File: src/rtl/kerbin_pkg.sv
// Kerbin SoC shared definitions: address map, AXI response codes and the
// AR decoder state encoding.
package kerbin_pkg;

  localparam int unsigned K_NR_ADDR_RULES = 2;
  localparam logic [1:0]  AXI_RESP_OKAY   = 2'b00;
  localparam logic [1:0]  AXI_RESP_DECERR = 2'b11;

  // Index 0 = peripherals, index 1 = L2; both bounds inclusive.
  localparam logic [K_NR_ADDR_RULES-1:0][63:0] start_addr_soc = {
    64'h0000_0000_8000_0000,
    64'h0000_0000_1A00_0000
  };
  localparam logic [K_NR_ADDR_RULES-1:0][63:0] end_addr_soc = {
    64'h0000_0000_8100_0000,
    64'h0000_0000_1A00_1FFF
  };

  typedef enum logic [1:0] {
    AR_IDLE = 2'd0,
    AR_HIT  = 2'd1,
    AR_ERR  = 2'd2
  } ar_state_e;

endpackage

File: src/rtl/kerbin_addr_match.sv
// Combinational address-rule matcher: one-hot select of the lowest matching
// rule plus a miss flag. Shared by the AR and AW decoders.
module kerbin_addr_match
  import kerbin_pkg::*;
#(
  parameter int unsigned NR_RULES   = K_NR_ADDR_RULES,
  parameter int unsigned ADDR_WIDTH = 64,
  parameter logic [NR_RULES-1:0][ADDR_WIDTH-1:0] START_ADDR = start_addr_soc,
  parameter logic [NR_RULES-1:0][ADDR_WIDTH-1:0] END_ADDR   = end_addr_soc
) (
  input  logic [ADDR_WIDTH-1:0] addr,
  output logic [NR_RULES-1:0]   sel,
  output logic                  miss
);

  logic [NR_RULES-1:0] raw_hit_s;

  for (genvar i = 0; i < NR_RULES; i++) begin : g_rule
    assign raw_hit_s[i] = (addr >= START_ADDR[i]) && (addr <= END_ADDR[i]);
  end

  // Isolate the lowest set bit so overlapping rules still give a one-hot select.
  assign sel  = raw_hit_s & (~raw_hit_s + {{(NR_RULES-1){1'b0}}, 1'b1});
  assign miss = ~|raw_hit_s;

endmodule

File: src/rtl/kerbin_ar_decoder.sv
// AXI AR-channel decoder: one-entry register stage with one-hot slave select,
// and a local DECERR responder for requests that hit no address rule.
module kerbin_ar_decoder
  import kerbin_pkg::*;
#(
  parameter int unsigned NR_RULES   = K_NR_ADDR_RULES,
  parameter int unsigned ADDR_WIDTH = 64,
  parameter int unsigned ID_WIDTH   = 4,
  parameter int unsigned DATA_WIDTH = 64,
  parameter logic [NR_RULES-1:0][ADDR_WIDTH-1:0] START_ADDR = start_addr_soc,
  parameter logic [NR_RULES-1:0][ADDR_WIDTH-1:0] END_ADDR   = end_addr_soc
) (
  input  logic                  clk_i,
  input  logic                  rst_ni,
  input  logic                  ar_valid_i,
  output logic                  ar_ready_o,
  input  logic [ADDR_WIDTH-1:0] ar_addr_i,
  input  logic [ID_WIDTH-1:0]   ar_id_i,
  input  logic [7:0]            ar_len_i,
  output logic                  m_valid_o,
  input  logic                  m_ready_i,
  output logic [ADDR_WIDTH-1:0] m_addr_o,
  output logic [ID_WIDTH-1:0]   m_id_o,
  output logic [7:0]            m_len_o,
  output logic [NR_RULES-1:0]   m_sel_o,
  output logic                  r_valid_o,
  input  logic                  r_ready_i,
  output logic [ID_WIDTH-1:0]   r_id_o,
  output logic [DATA_WIDTH-1:0] r_data_o,
  output logic [1:0]            r_resp_o,
  output logic                  r_last_o
);

  ar_state_e             state_r, state_s;
  logic [ADDR_WIDTH-1:0] addr_r;
  logic [ID_WIDTH-1:0]   id_r;
  logic [7:0]            len_r;
  logic [NR_RULES-1:0]   sel_r;
  logic [7:0]            cnt_r;
  logic [NR_RULES-1:0]   dec_sel_s;
  logic                  dec_miss_s;
  logic                  accept_s;
  logic                  last_beat_s;
  logic                  beat_done_s;

  kerbin_addr_match #(
    .NR_RULES   (NR_RULES),
    .ADDR_WIDTH (ADDR_WIDTH),
    .START_ADDR (START_ADDR),
    .END_ADDR   (END_ADDR)
  ) u_match (
    .addr (ar_addr_i),
    .sel  (dec_sel_s),
    .miss (dec_miss_s)
  );

  assign accept_s    = ar_valid_i & ar_ready_o;
  assign last_beat_s = (cnt_r == len_r);
  assign beat_done_s = r_valid_o & r_ready_i;

  // Next-state and upstream ready; HIT passes m_ready_i through for full throughput.
  always_comb begin
    state_s    = state_r;
    ar_ready_o = 1'b0;
    case (state_r)
      AR_IDLE: begin
        ar_ready_o = 1'b1;
        if (accept_s) begin
          state_s = dec_miss_s ? AR_ERR : AR_HIT;
        end else begin
          state_s = AR_IDLE;
        end
      end
      AR_HIT: begin
        ar_ready_o = m_ready_i;
        if (m_ready_i && accept_s) begin
          state_s = dec_miss_s ? AR_ERR : AR_HIT;
        end else if (m_ready_i) begin
          state_s = AR_IDLE;
        end else begin
          state_s = AR_HIT;
        end
      end
      AR_ERR: begin
        ar_ready_o = 1'b0;
        if (beat_done_s && last_beat_s) begin
          state_s = AR_IDLE;
        end else begin
          state_s = AR_ERR;
        end
      end
      default: begin
        ar_ready_o = 1'b0;
        state_s    = AR_IDLE;
      end
    endcase
  end

  // State register and request capture; a miss loads an all-zero select.
  always_ff @(posedge clk_i) begin
    if (!rst_ni) begin
      state_r <= AR_IDLE;
      addr_r  <= '0;
      id_r    <= '0;
      len_r   <= 8'd0;
      sel_r   <= '0;
    end else begin
      state_r <= state_s;
      if (accept_s) begin
        addr_r <= ar_addr_i;
        id_r   <= ar_id_i;
        len_r  <= ar_len_i;
        sel_r  <= dec_sel_s;
      end else begin
        addr_r <= addr_r;
        id_r   <= id_r;
        len_r  <= len_r;
        sel_r  <= sel_r;
      end
    end
  end

  // Error beat counter; stops at len (255 at most) and clears on the last beat.
  always_ff @(posedge clk_i) begin
    if (!rst_ni) begin
      cnt_r <= 8'd0;
    end else if (beat_done_s) begin
      cnt_r <= last_beat_s ? 8'd0 : cnt_r + 8'd1;
    end else begin
      cnt_r <= cnt_r;
    end
  end

  assign m_valid_o = (state_r == AR_HIT);
  assign m_addr_o  = addr_r;
  assign m_id_o    = id_r;
  assign m_len_o   = len_r;
  assign m_sel_o   = sel_r;

  assign r_valid_o = (state_r == AR_ERR);
  assign r_id_o    = id_r;
  assign r_data_o  = '0;
  assign r_resp_o  = r_valid_o ? AXI_RESP_DECERR : AXI_RESP_OKAY;
  assign r_last_o  = r_valid_o & last_beat_s;

endmodule

File: config.mk
export PLATFORM = sky130hd
export DESIGN_NAME = kerbin_ar_decoder
export DESIGN_NICKNAME = d
export VERILOG_FILES = /design/src/rtl/kerbin_pkg.sv /design/src/rtl/kerbin_addr_match.sv /design/src/rtl/kerbin_ar_decoder.sv
export SDC_FILE = /design/constraint.sdc
export NUM_CORES = 1
export LEC_CHECK = 0
export BUFFER_PORTS_ARGS = -buffer_cell sky130_fd_sc_hd__buf_2
export CORE_MARGIN = 2
export CORE_UTILIZATION = 45
export DETAILED_ROUTE_END_ITERATION = 8
export PLACE_DENSITY_LB_ADDON = 0.25
export SLEW_MARGIN = 5
export SYNTH_ARGS = -nofsm -noshare
export SYNTH_HDL_FRONTEND = slang
export SYNTH_SLANG_ARGS = --single-unit
File: constraint.sdc
create_clock -name clk_i -period 4.4 [get_ports clk_i]
set_clock_uncertainty 0.1 [all_clocks]
set_input_delay 0.22 -clock clk_i [delete_from_list [all_inputs] [get_ports clk_i]]
set_output_delay 0.22 -clock clk_i [all_outputs]
set_load 0.01 [all_outputs]
==> impl_metrics.env <==
export IMPL_synth_top_area_share_pct=42.23
export IMPL_finalInstanceArea_sq_mm=0.005002
export IMPL_arrival_ns=2.45
export IMPL_min_path_type="primary input to register"
export IMPL_relSlewSlack_pct=37.47
export IMPL_clk_latency_ns=0.35
export IMPL_vias_per_cell=4.668
export IMPL_crit_required_ns=4.56
export IMPL_wl_per_cell_um=12.65
export IMPL_finalMaxSlewViolations=0
export IMPL_cts_buffers=9
export IMPL_synth_top_cell_by_area="dfxtp_1"
export IMPL_r2r_setup_slack_ns=2.11
export IMPL_holdPathStages=3
export IMPL_cts_resized=0
export IMPL_end_kind="register"
export IMPL_fin_cells=774
export IMPL_grt_max_degree=48
export IMPL_crit_path_start_kind="register"
export IMPL_cts_clk_slew_worst_paths_ns=0.09
export IMPL_grt_pass1_wl_mm=15.06
export IMPL_port_buffer_count=168
export IMPL_hold_viol=0
export IMPL_num_io_pins=233
export IMPL_min_period_ns=2.287
export IMPL_fill_cells=886
export IMPL_row_count=35
export IMPL_syn_inst=504
export IMPL_gr_total_overflow=0
export IMPL_p_leak_nw=2.423
export IMPL_critPathSlowestCell="nand2_2"
export IMPL_dr_pass1_iters=4
export IMPL_dp_hpwl_mm=7.246
export IMPL_detail_route_wirelength_mm=9.788
export IMPL_min_period_over_period_pct=51.98
export IMPL_report_power_total_w=0.001743
export IMPL_die_area_sq_mm=0.01006
export IMPL_clockBufferDepth=2
export IMPL_core_sq_mm=0.009109
export IMPL_syn_avg_cell_area_sq_um=8.277
export IMPL_crit_chain="nor2b_2 > nor2_4 > nand2_2 > buf_4 > nand2_1 > a21boi_0"
export IMPL_powerDensity_mw_per_mm2=348.4
export IMPL_syn_area_sq_mm=0.004172
export IMPL_worstHoldStart="ar_addr_i[53]"
export IMPL_finalSetupTns_ns=0
export IMPL_synth_seq_cells=88
export IMPL_placed_cells=753
export IMPL_vdd_drop_max_mv=0.1631
export IMPL_antenna_found_initial=0
export IMPL_hold_ws_ns=0.02380
export IMPL_yosys_warnings=0
export IMPL_r2r_end="m_addr_o[49]"
export IMPL_final_antenna_net_count=0
export IMPL_gp_congestion=0.8406
export IMPL_path_max_fanout=47
export IMPL_die_x_um=100.3
export IMPL_clockRootBuffer="clkbuf_8"
export IMPL_clock_sinks=88
export IMPL_start_util_pct=45.80
export IMPL_grt_pass1_vias=3199
export IMPL_via_count=3613
export IMPL_yosys_cell_types_count=35
export IMPL_cts_tree="yes"
export IMPL_grt_usage_pct=18.92
export IMPL_maxCapViolations=0
export IMPL_drt_iter0_markers=99
export IMPL_drive_gt1_share_pct=29.41
export IMPL_nNetsFinal=741
export IMPL_ys_seq_area_share_pct=42.23
export IMPL_syn_to_final_growth_pct=19.92
export IMPL_htree_num_levels=3
export IMPL_rsz0062_at_grt="no"
export IMPL_insertedDiodeCount=0
export IMPL_status="finished clean"
export IMPL_tightestPinTransition_ns=0.9347
export IMPL_setup_viol=0
export IMPL_critPathKind="register to register"
export IMPL_placed_cell_area_sq_mm=0.004747
export IMPL_max_freq_mhz=437.2
export IMPL_hold_end="m_addr_o[53]"
export IMPL_r2r_start="state_r[0]"
export IMPL_yosys_top_cells_area="dfxtp_1 (42%), nand2_1 (15%), a21boi_0 (14%), buf_4 (13%), xor2_1 (2.9%)"
export IMPL_drc_errors=0
export IMPL_slowest_delay_ns=0.68
export IMPL_fp_dieH_um=100.3
export IMPL_reg2reg_depth=6
-- where the power goes --
part	leakage [nW]	switching, W	internal, W
logic	1.61	0.000195	0.000119
clock network	0.0915	0.000290	0.000262
registers	0.721	0.0000300	0.000847
-- worst max path at each step --
stage / from / to / slack [ns] / cells past startpoint
6_report: state_r[0] / m_addr_o[49] / 2.11 / 6
5_1_grt: state_r[0] / m_addr_o[61] / 1.83 / 6
4_1_cts: state_r[0] / m_addr_o[49] / 2.09 / 6
3_5_place_dp: state_r[0] / m_addr_o[49] / 2.10 / 6
3_3_place_gp: state_r[0] / m_addr_o[38] / 2.21 / 6
2_1_floorplan: cnt_r[1] / cnt_r[2] / 2.86 / 5
-- final cells by class --
type                    count  area, sq um  area share [%]
repair buffers            177        923.4           18.46
clock inverters             6        71.32           1.426
multi-input cells         383         1983           39.64
clock buffers               9        123.9           2.476
flip-flops and latches     88         1762           35.22
well taps                 111        138.9           2.776
-- routing by layer --
metal / vias to the layer above / GRT usage, % / wire length [um]
li1: 1829 / - / -
met1: 1629 / 23.33 / 4243
met2: 138 / 30.46 / 4553
met3: 17 / 6.616 / 804
met4: 0 / 7.165 / 186
met5: - / 0 / 0
-- synthesized netlist by cell type (all sizes together) --
| library cell | n |
|---|---|
| nand3b | 1 |
| nand2 | 162 |
| and2 | 1 |
| and3 | 4 |
| clkbuf | 9 |
| nand4 | 7 |
| nor3 | 2 |
| or2 | 3 |
| a31oi | 1 |
| nor4bb | 1 |
| xor2 | 14 |
| nor4 | 16 |
| nand4b | 1 |
| a21boi | 79 |
| buf | 87 |
| a41o | 1 |
| and3b | 1 |
| and4 | 2 |
| ha | 1 |
| nor2b | 5 |
| a21oi | 1 |
| nand2b | 1 |
| nand3 | 3 |
| o21ai | 4 |
| dfxtp | 88 |
| conb | 1 |
| nor2 | 8 |
-- flip-flops by register name, summed over array words and instances, names as in the netlist --
signal and flops:
state_r 2, m_id_o 4, m_addr_o 64, cnt_r 8, m_sel_o 2, m_len_o 8
-- critical path, delay by kind of cell, from the launching register on --
family | cells | cell delay, ns
compound gates | 1 | 0.19
buf+inv | 1 | 0.47
flops | 1 | 0.37
simple gates | 4 | 1.06
-- cell families after synthesis --
logic type	Yosys count	share of synthesized area (%)
compound gates	86	15.48
xor+xnor	14	2.939
fa+ha+maj	1	0.2999
buf+inv	96	15.99
flops	88	42.23
other cells	1	0.08990
simple gates	218	22.98
-- metrics by stage --
stage	setup WS (ns)	utilization (%)
after detailed placement	2.104	52.12
after global placement	2.211	52.12
after CTS	2.088	54.92
after global routing	1.834	54.92
after floorplan	2.863	-
final	2.113	54.92
-- placed cells by master, fill, tap and decap left out, drive strengths merged --
cell	n
nand3	3
nand2	162
o21ai	4
or2	3
and2	1
nor2b	5
nor2	8
clkinv	3
nand2b	1
nand3b	1
dlygate4sd3	6
a31oi	1
nor3	2
conb	64
bufinv	1
and4	2
nand4	7
and3	4
and3b	1
clkinvlp	2
a41o	1
a21oi	1
dfxtp	88
ha	1
buf	171
nand4b	1
nor4	16
nor4bb	1
xor2	14
clkbuf	9
a21boi	79
-- what timing repair did --
item / 4_1_cts / 5_1_grt
hold buffers: 6 / 0
endpoints found under the setup margin: 0 / 0
setup buffers: 0 / 0
endpoints found under the hold margin: 6 / 0
Note: power is estimated with default switching activity, not from simulation.
